--- src/rtl/core2_oci_pkg.sv ---
// Shared definitions for the OCI trace monitor.
// Holds the monitor FSM state type and the default widths and limits
// that the top-level parameters pick up.
package core2_oci_pkg;

    localparam int DCT_W_DEF     = 30;
    localparam int CNT_W_DEF     = 4;
    localparam int DEPTH_DEF     = 16;
    localparam int MAX_COUNT_DEF = 15;

    typedef enum logic [1:0] {
        ST_RUN   = 2'd0,
        ST_DRAIN = 2'd1,
        ST_ENDED = 2'd2
    } mon_state_t;

endpackage

--- src/rtl/core2_oci_trace_fifo.sv ---
// Show-ahead synchronous FIFO holding captured trace words.
// Ports:
//   clk, reset     - clock, synchronous active-high reset (pointers/level only)
//   push, pop      - write / read strobes; the caller only asserts them when legal
//                    (push when not full or popping, pop when not empty)
//   wr_data        - word to store
//   rd_data        - head word, valid whenever empty is low
//   empty, full    - occupancy flags
//   level          - number of stored words, 0..DEPTH
module core2_oci_trace_fifo
    import core2_oci_pkg::*;
#(
    parameter int W     = DCT_W_DEF + CNT_W_DEF,
    parameter int DEPTH = DEPTH_DEF,
    localparam int AW   = $clog2(DEPTH)
) (
    input  logic          clk,
    input  logic          reset,
    input  logic          push,
    input  logic          pop,
    input  logic [W-1:0]  wr_data,
    output logic [W-1:0]  rd_data,
    output logic          empty,
    output logic          full,
    output logic [AW:0]   level
);

    logic [W-1:0]  mem [DEPTH];
    logic [AW-1:0] wr_ptr;
    logic [AW-1:0] rd_ptr;

    // Storage carries no reset; stale contents are hidden behind empty.
    always_ff @(posedge clk) begin
        if (push) begin
            mem[wr_ptr] <= wr_data;
        end
    end

    // DEPTH is a power of two, so the pointers wrap by natural overflow.
    always_ff @(posedge clk) begin
        if (reset) begin
            wr_ptr <= '0;
            rd_ptr <= '0;
            level  <= '0;
        end else begin
            if (push) begin
                wr_ptr <= wr_ptr + AW'(1);
            end
            if (pop) begin
                rd_ptr <= rd_ptr + AW'(1);
            end
            case ({push, pop})
                2'b10:   level <= level + (AW+1)'(1);
                2'b01:   level <= level - (AW+1)'(1);
                default: level <= level;
            endcase
        end
    end

    // When full with push and pop together, wr_ptr == rd_ptr: the head is read
    // combinationally before the edge overwrites that slot, so order holds.
    assign rd_data = mem[rd_ptr];
    assign empty   = (level == '0);
    assign full    = (level == (AW+1)'(DEPTH));

endmodule

--- src/rtl/core2_cpu_oci_trace_monitor.sv ---
// OCI debug-capture-trace monitor.
// Captures qualified DCT words into a show-ahead FIFO until a test-ending
// request, then drains the FIFO and reports that the test has ended.
// Ports:
//   clk, reset                 - clock, synchronous active-high reset
//   dct_valid/buffer/count     - trace word from OCI; count 0 words are discarded
//   test_ending                - stop capture and drain (honoured in RUN only)
//   rd_ready/valid/buffer/count- consumer handshake on the FIFO head
//   fill_level                 - words stored
//   overflow_cnt               - words dropped on a full FIFO, saturating
//   count_error                - sticky: a captured word had count > MAX_COUNT
//   test_has_ended             - capture stopped and FIFO drained
//
// state    | meaning
// ---------+-----------------------------------------------------
// ST_RUN   | capturing dct words, consumer may pop
// ST_DRAIN | capture stopped, waiting for the FIFO to empty
// ST_ENDED | FIFO drained, held until reset
module core2_cpu_oci_trace_monitor
    import core2_oci_pkg::*;
#(
    parameter int DCT_W     = DCT_W_DEF,
    parameter int CNT_W     = CNT_W_DEF,
    parameter int DEPTH     = DEPTH_DEF,
    parameter int MAX_COUNT = MAX_COUNT_DEF,
    localparam int LVL_W    = $clog2(DEPTH) + 1
) (
    input  logic              clk,
    input  logic              reset,
    input  logic              dct_valid,
    input  logic [DCT_W-1:0]  dct_buffer,
    input  logic [CNT_W-1:0]  dct_count,
    input  logic              test_ending,
    input  logic              rd_ready,
    output logic              rd_valid,
    output logic [DCT_W-1:0]  rd_buffer,
    output logic [CNT_W-1:0]  rd_count,
    output logic [LVL_W-1:0]  fill_level,
    output logic [15:0]       overflow_cnt,
    output logic              count_error,
    output logic              test_has_ended
);

    // One extra bit so MAX_COUNT == 2**CNT_W-1 compares cleanly.
    localparam logic [CNT_W:0] MAX_C = (CNT_W+1)'(MAX_COUNT);

    mon_state_t state;
    mon_state_t state_nxt;

    logic fifo_empty;
    logic fifo_full;
    logic pop;
    logic want_push;
    logic push;
    logic drop;
    logic count_over;

    assign pop        = !fifo_empty && rd_ready;
    assign want_push  = (state == ST_RUN) && dct_valid && (dct_count != '0);
    assign push       = want_push && (!fifo_full || pop);
    assign drop       = want_push && fifo_full && !pop;
    assign count_over = ({1'b0, dct_count} > MAX_C);

    core2_oci_trace_fifo #(
        .W     (DCT_W + CNT_W),
        .DEPTH (DEPTH)
    ) u_fifo (
        .clk     (clk),
        .reset   (reset),
        .push    (push),
        .pop     (pop),
        .wr_data ({dct_count, dct_buffer}),
        .rd_data ({rd_count, rd_buffer}),
        .empty   (fifo_empty),
        .full    (fifo_full),
        .level   (fill_level)
    );

    always_ff @(posedge clk) begin
        if (reset) begin
            state <= ST_RUN;
        end else begin
            state <= state_nxt;
        end
    end

    always_comb begin
        state_nxt = state;
        case (state)
            ST_RUN:   if (test_ending) state_nxt = ST_DRAIN;
            ST_DRAIN: if (fifo_empty)  state_nxt = ST_ENDED;
            ST_ENDED: state_nxt = ST_ENDED;
            default:  state_nxt = ST_RUN;
        endcase
    end

    always_ff @(posedge clk) begin
        if (reset) begin
            overflow_cnt <= '0;
            count_error  <= 1'b0;
        end else begin
            if (drop && (overflow_cnt != 16'hFFFF)) begin
                overflow_cnt <= overflow_cnt + 16'd1;
            end
            // The word is stored as-is; only the flag records the bad count.
            if (push && count_over) begin
                count_error <= 1'b1;
            end
        end
    end

    assign rd_valid       = !fifo_empty;
    assign test_has_ended = (state == ST_ENDED);

endmodule

--- config.mk ---
export PLATFORM = sky130hd
export DESIGN_NAME = core2_cpu_oci_trace_monitor
export DESIGN_NICKNAME = d
export VERILOG_FILES = /design/src/rtl/core2_oci_pkg.sv /design/src/rtl/core2_oci_trace_fifo.sv /design/src/rtl/core2_cpu_oci_trace_monitor.sv
export SDC_FILE = /design/constraint.sdc
export NUM_CORES = 1
export LEC_CHECK = 0
export ABC_AREA = 1
export CAP_MARGIN = 20
export CORE_UTILIZATION = 55
export DETAILED_ROUTE_END_ITERATION = 10
export DONT_BUFFER_PORTS = 1
export PLACE_DENSITY = 0.72
export SLEW_MARGIN = 20
export SYNTH_ARGS = -nofsm -noshare
export SYNTH_HDL_FRONTEND = slang
export SYNTH_HIERARCHICAL = 1
export SYNTH_SLANG_ARGS = --single-unit
--- constraint.sdc ---
create_clock -name clk -period 7.4 [get_ports clk]
set_input_delay 1.11 -clock clk [delete_from_list [all_inputs] [get_ports clk]]
set_output_delay 1.11 -clock clk [all_outputs]
set_load 0.05 [all_outputs]
* Yosys cells after proc, flatten, opt, wreduce, memory -nomap -nowiden
Memories as Yosys holds them, arrays and structs flattened. A register that Yosys moved wholly into a read port is not among the register bits. Cells that the tools add are included.
Word-level totals: RAM bits 544, flip-flop bits (word level) 31, memories kept 1, logic and storage cells 43, output and inout port bits 58
Cells by class: mux-type cells 8, reduce and logical (&&, ||, !) cells 16, eq/ne operators 8, add/sub/neg operators 5
Memories:
- u_fifo.mem | words 16, width 34, rd ports 1, clocked after Yosys merged registers in 1, wr ports 1, line core2_oci_trace_fifo.sv:28 | logic [W-1:0] mem [DEPTH];
Operators with widths (number):
- adder 16 x 1 -> 16 bit, second input constant | 1
- inequality test 16 bit, second input constant | 1
- one-hot mux 5 bit (2 select lines) | 1
- adder 4 x 1 -> 4 bit, second input constant | 2
- two-way mux 4 bit | 2
- logical AND 1 bit | 7
- one-hot mux 2 bit (3 select lines) | 1
- adder 5 x 1 -> 5 bit, second input constant | 1
- == test 5 bit, second input constant | 1
- zero test 5 bit | 1
- subtractor 5 x 1 -> 5 bit, second input constant | 1
- == test 2 x 1 -> 1 bit, second input constant | 2
- == test 2 bit, second input constant | 2
- two-way mux 2 bit | 2
- inequality test 2 bit, second input constant | 2
- nonzero test 4 bit | 1
- zero test 1 bit | 3
- zero test 2 bit | 1
- two-way mux 1 bit | 2
- AND reduction 2 bit | 1
- nonzero test 2 bit | 1
- logical OR 1 bit | 1

* Longest topological paths before layout
depth after elaboration 7, depth in mapped cells 20, mapped depth without buffers 20

* Modules after synthesis
The synthesis kept the hierarchy.
By module, submodules not included:
- core2_oci_trace_fifo | times used 1, area each 22874.4 um^2, cells each 1846
- core2_cpu_oci_trace_monitor | times used 1, area each 1228.7 um^2, cells each 196

* Worst setup path before layout
Ideal clock, no wire load.
path kind input-to-reg, start input port rd_ready, end memory u_fifo/mem[11][0] (netlist bit) (enable), arrival time 3.540 ns, stages on the path 6, data required time 6.975 ns, slack 3.435 ns, path through inv_1 nor2_1 nor2_2 nor2_1 nand2_1 nor2_1
Between the ends: word-level cells in the longest chain between the ends 5
RTL lines:
- start: declaration | line core2_cpu_oci_trace_monitor.sv:34 | input logic rd_ready,
- logical AND 1 bit | line core2_cpu_oci_trace_monitor.sv:58 | assign pop = !fifo_empty && rd_ready;
- net pop | line core2_cpu_oci_trace_monitor.sv:52 | logic pop;
- logical OR 1 bit | line core2_cpu_oci_trace_monitor.sv:60 | assign push = want_push && (!fifo_full || pop);
- logical AND 1 bit | line core2_cpu_oci_trace_monitor.sv:60
- net push | line core2_cpu_oci_trace_monitor.sv:54 | logic push;
- two-way mux 1 bit | line core2_oci_trace_fifo.sv:34 | if (push) begin
- two-way mux 1 bit (implied by the code) | line core2_oci_trace_fifo.sv:35 | mem[wr_ptr] <= wr_data;
- end: declaration | line core2_oci_trace_fifo.sv:28
The timed path passes the listed nets, and every way through them passes these cells.

==> results.md <==
* DRC at 0
* Clock H-tree levels at 2
* Power per standard cell area at 310 nW/um^2
* Min-delay worst type: flip-flop to flip-flop
* Synth Register Bits at 579
* VDD IR-drop max at 0.220 mV
* Initial antenna violation count at 0
* Slowest cell on crit path: dfxtp_4
* Critical-path cell list: buf_12 > o211ai_1 > nand3_1 > nand3_1 > nand2_1
* P_sw at 0.00250 W
* Delay of the slowest critical-path stage at 0.84 ns
* RSZ-0062 raised after global routing: false
* Worst slew pin tran at 1.09 ns
* Drt pass-1 iters at 5
* Achievable frequency at 0.225 GHz
* Root Buffer Master: clkbuf_16
* Util after Layout at 61.1%
* Synth Instances at 2042
* Placed Area at 24600 um^2
* Port buffer count at 0
* Fillers at 3326
* Setup bufs post-CTS at 0
* Yosys top cell by area: edfxtp_1
* Fin area at 26400 um^2
* Final setup viols at 0
* Final wirelength at 51600 um
* Initial DRC count at 1435
* Post-synthesis async set-or-reset flop share at 0%
* Register area share after synthesis at 70.7%
* CTS Buffer Depth at 3
* Grt ovf at 0
* Die Span Y at 211 um
* Outcome: finished, final reports clean
* Worst rel slew slack at 27.1%
* Sw Ratio at 30.5%
* Vias in the first global route at 14.1k
* Wire per inst at 19.6 um
* First-pass GRT wire length at 79100 um
* Synth top area share at 67.8%
* Die area at 44700 um^2
* Vias at 14.7k
* Register area at 17000 um^2
* Worst setup SP type: flip-flop
* CP dominant cell by count: nand3_1
* Most frequent cells in the layout: 544 x edfxtp_1, 315 x inv_1, 252 x nand2_1, 215 x nand3_1, 158 x a21oi_1
* Top post-synthesis cells by area: edfxtp_1 68%, inv_1 4.9%, nand3_1 4.5%
* Dominant synthesized flop cell: edfxtp_1
* Syn Nets at 2095
* Leak at 9.30 nW
* Die span in x at 211 um
* Via density per instance at 5.59
* HP Start: u_fifo/rd_ptr[2]
* Area grow syn2layout at 9.42%
* Hpwl dp at 26600 um
* Area of the multi-input gates at 5430 um^2
* Final Hold Violating Endpoints at 0
* Synth warn at 6
* Synth unique cells at 32
* CP Class: flip-flop to primary output
* Clock insertion delay at the later pin of the skew report at 0.61 ns
* Worst Path Required at 6.29 ns
* Syn_area_per_cell at 11.8 um^2
* Worst-path fanout max at 207
* TritonCTS Buffers at 57
* Gate power share at 19.4%
* Max-cap violations at 0
* Register share of total power at 47.0%
* Arrival @ worst endpoint at 3.33 ns
* CTS hold repair buffers at 0
* Final Slew Violations at 0
* Top Ports at 97
* Tmin final at 4.44 ns
* Clk sink count at 579
* Cell Area, Synth at 24100 um^2
* Final Cycle Share at 60.0%
* Clock power share at 33.6%
* All-Layer GR Usage at 23.4%
* Final ANT Viol Nets at 0
* # resized after CTS at 0
* Final Skew at 0.0162 ns
* Endpoint class of the critical path: primary output
* Cell Rows at 76
* Commonest non-fill, non-tap cell in the layout: edfxtp_1
* Setup tns final at 0 ns
* Largest net degree at the start of global routing at 208
* RR Startpoint: u_fifo/level[0]
* Clock slew at reported path FFs at 0.06 ns
* Placer Congestion at 0.820
* Initial Util at 55.8%
* Design Power at 0.00819 W
* Final nets at 2064
* Ant. Diodes at 0
* Number of flops mapped to enable cells by yosys at 544
* Fraction of layout cells with a size suffix above 1 at 6.74%
* CTS tree: yes
* Int Pwr at 0.00569 W
* Core Footprint at 43200 um^2
## layer usage
layer  global-route usage (%)  vias to the layer above  wire (um)
met5                        0                        -          0
met4                     8.30                        0       1270
met3                     4.21                       87       3450
met2                     40.2                      476      25900
met1                     29.9                     7102      21000
li1                         -                     7063          -
## worst max-delay path: cells and delay by family (launching register included)
kind	cells	cell delay, ns
flip-flops	1	0.84
buffers and inverters	1	0.77
AND/OR/NAND/NOR	3	0.74
AO/OA/AOI/OAI	1	0.20
## state kept, by name, summed over array words and instances, names as in the netlist, named ones only
register	flops
u_fifo/level	5
u_fifo/rd_ptr	4
u_fifo/wr_ptr	4
overflow_cnt	16
state	2
u_fifo/mem	544
## cells by family (layout without fill, tap and decap cells)
family | Yosys count | after routing | synth area share, %
flops | 579 | 579 | 70.7
simple gates | 565 | 565 | 10.4
compound gates | 445 | 445 | 10.7
buf+inv | 433 | 439 | 7.30
fa+ha+maj | 14 | 14 | 0.727
xor+xnor | 5 | 5 | 0.182
other cells | 1 | 1 | 0.0156
## worst paths after layout
kind	slack [ns]	cells past startpoint	to
setup reg to reg	3.49	9	u_fifo/mem[7][28]
hold reg to reg	0.48	2	flip-flop
setup / recovery	2.96	5	rd_buffer[28]
hold / removal	0.48	2	flip-flop
## cells in the mapped netlist, types with 15 or more instances
master	n
o211ai_1	136
clkbuf_1	29
buf_1	15
dfxtp_1	35
a21oi_1	158
buf_2	56
nand2_1	252
o21ai_0	149
nor2_1	68
nand3_1	215
inv_1	315
edfxtp_1	544
## layout make-up
type / count / area share [%]
inverters: 319 / 4.54
clock inverters: 16 / 0.707
multi-input cells: 1030 / 20.6
repair buffers: 24 / 0.825
well taps: 585 / 2.78
clock buffers: 80 / 5.93
flip-flops and latches: 579 / 64.6
## power by group through the flow
stage	Clock [W]	Combinational, W	Sequential [W]
3_5_place_dp	0	0.00155	0.00394
2_1_floorplan	0	0.00138	0.00385
3_3_place_gp	0	0.00151	0.00393
5_1_grt	0.00292	0.00175	0.00386
4_1_cts	0.00280	0.00156	0.00387
6_report	0.00275	0.00159	0.00384
## per-stage QoR
step | hold WS [ns] | setup WS (ns) | instances
final | 0.481 | 2.96 | 2633
after floorplan | 0.450 | 3.43 | 2042
after CTS | 0.480 | 2.82 | 2632
after detailed placement | 0.462 | 3.38 | 2536
after global placement | 0.456 | 3.52 | 2536
after global routing | 0.504 | 2.78 | 2633
No activity file was read; power rests on OpenSTA's default activity.
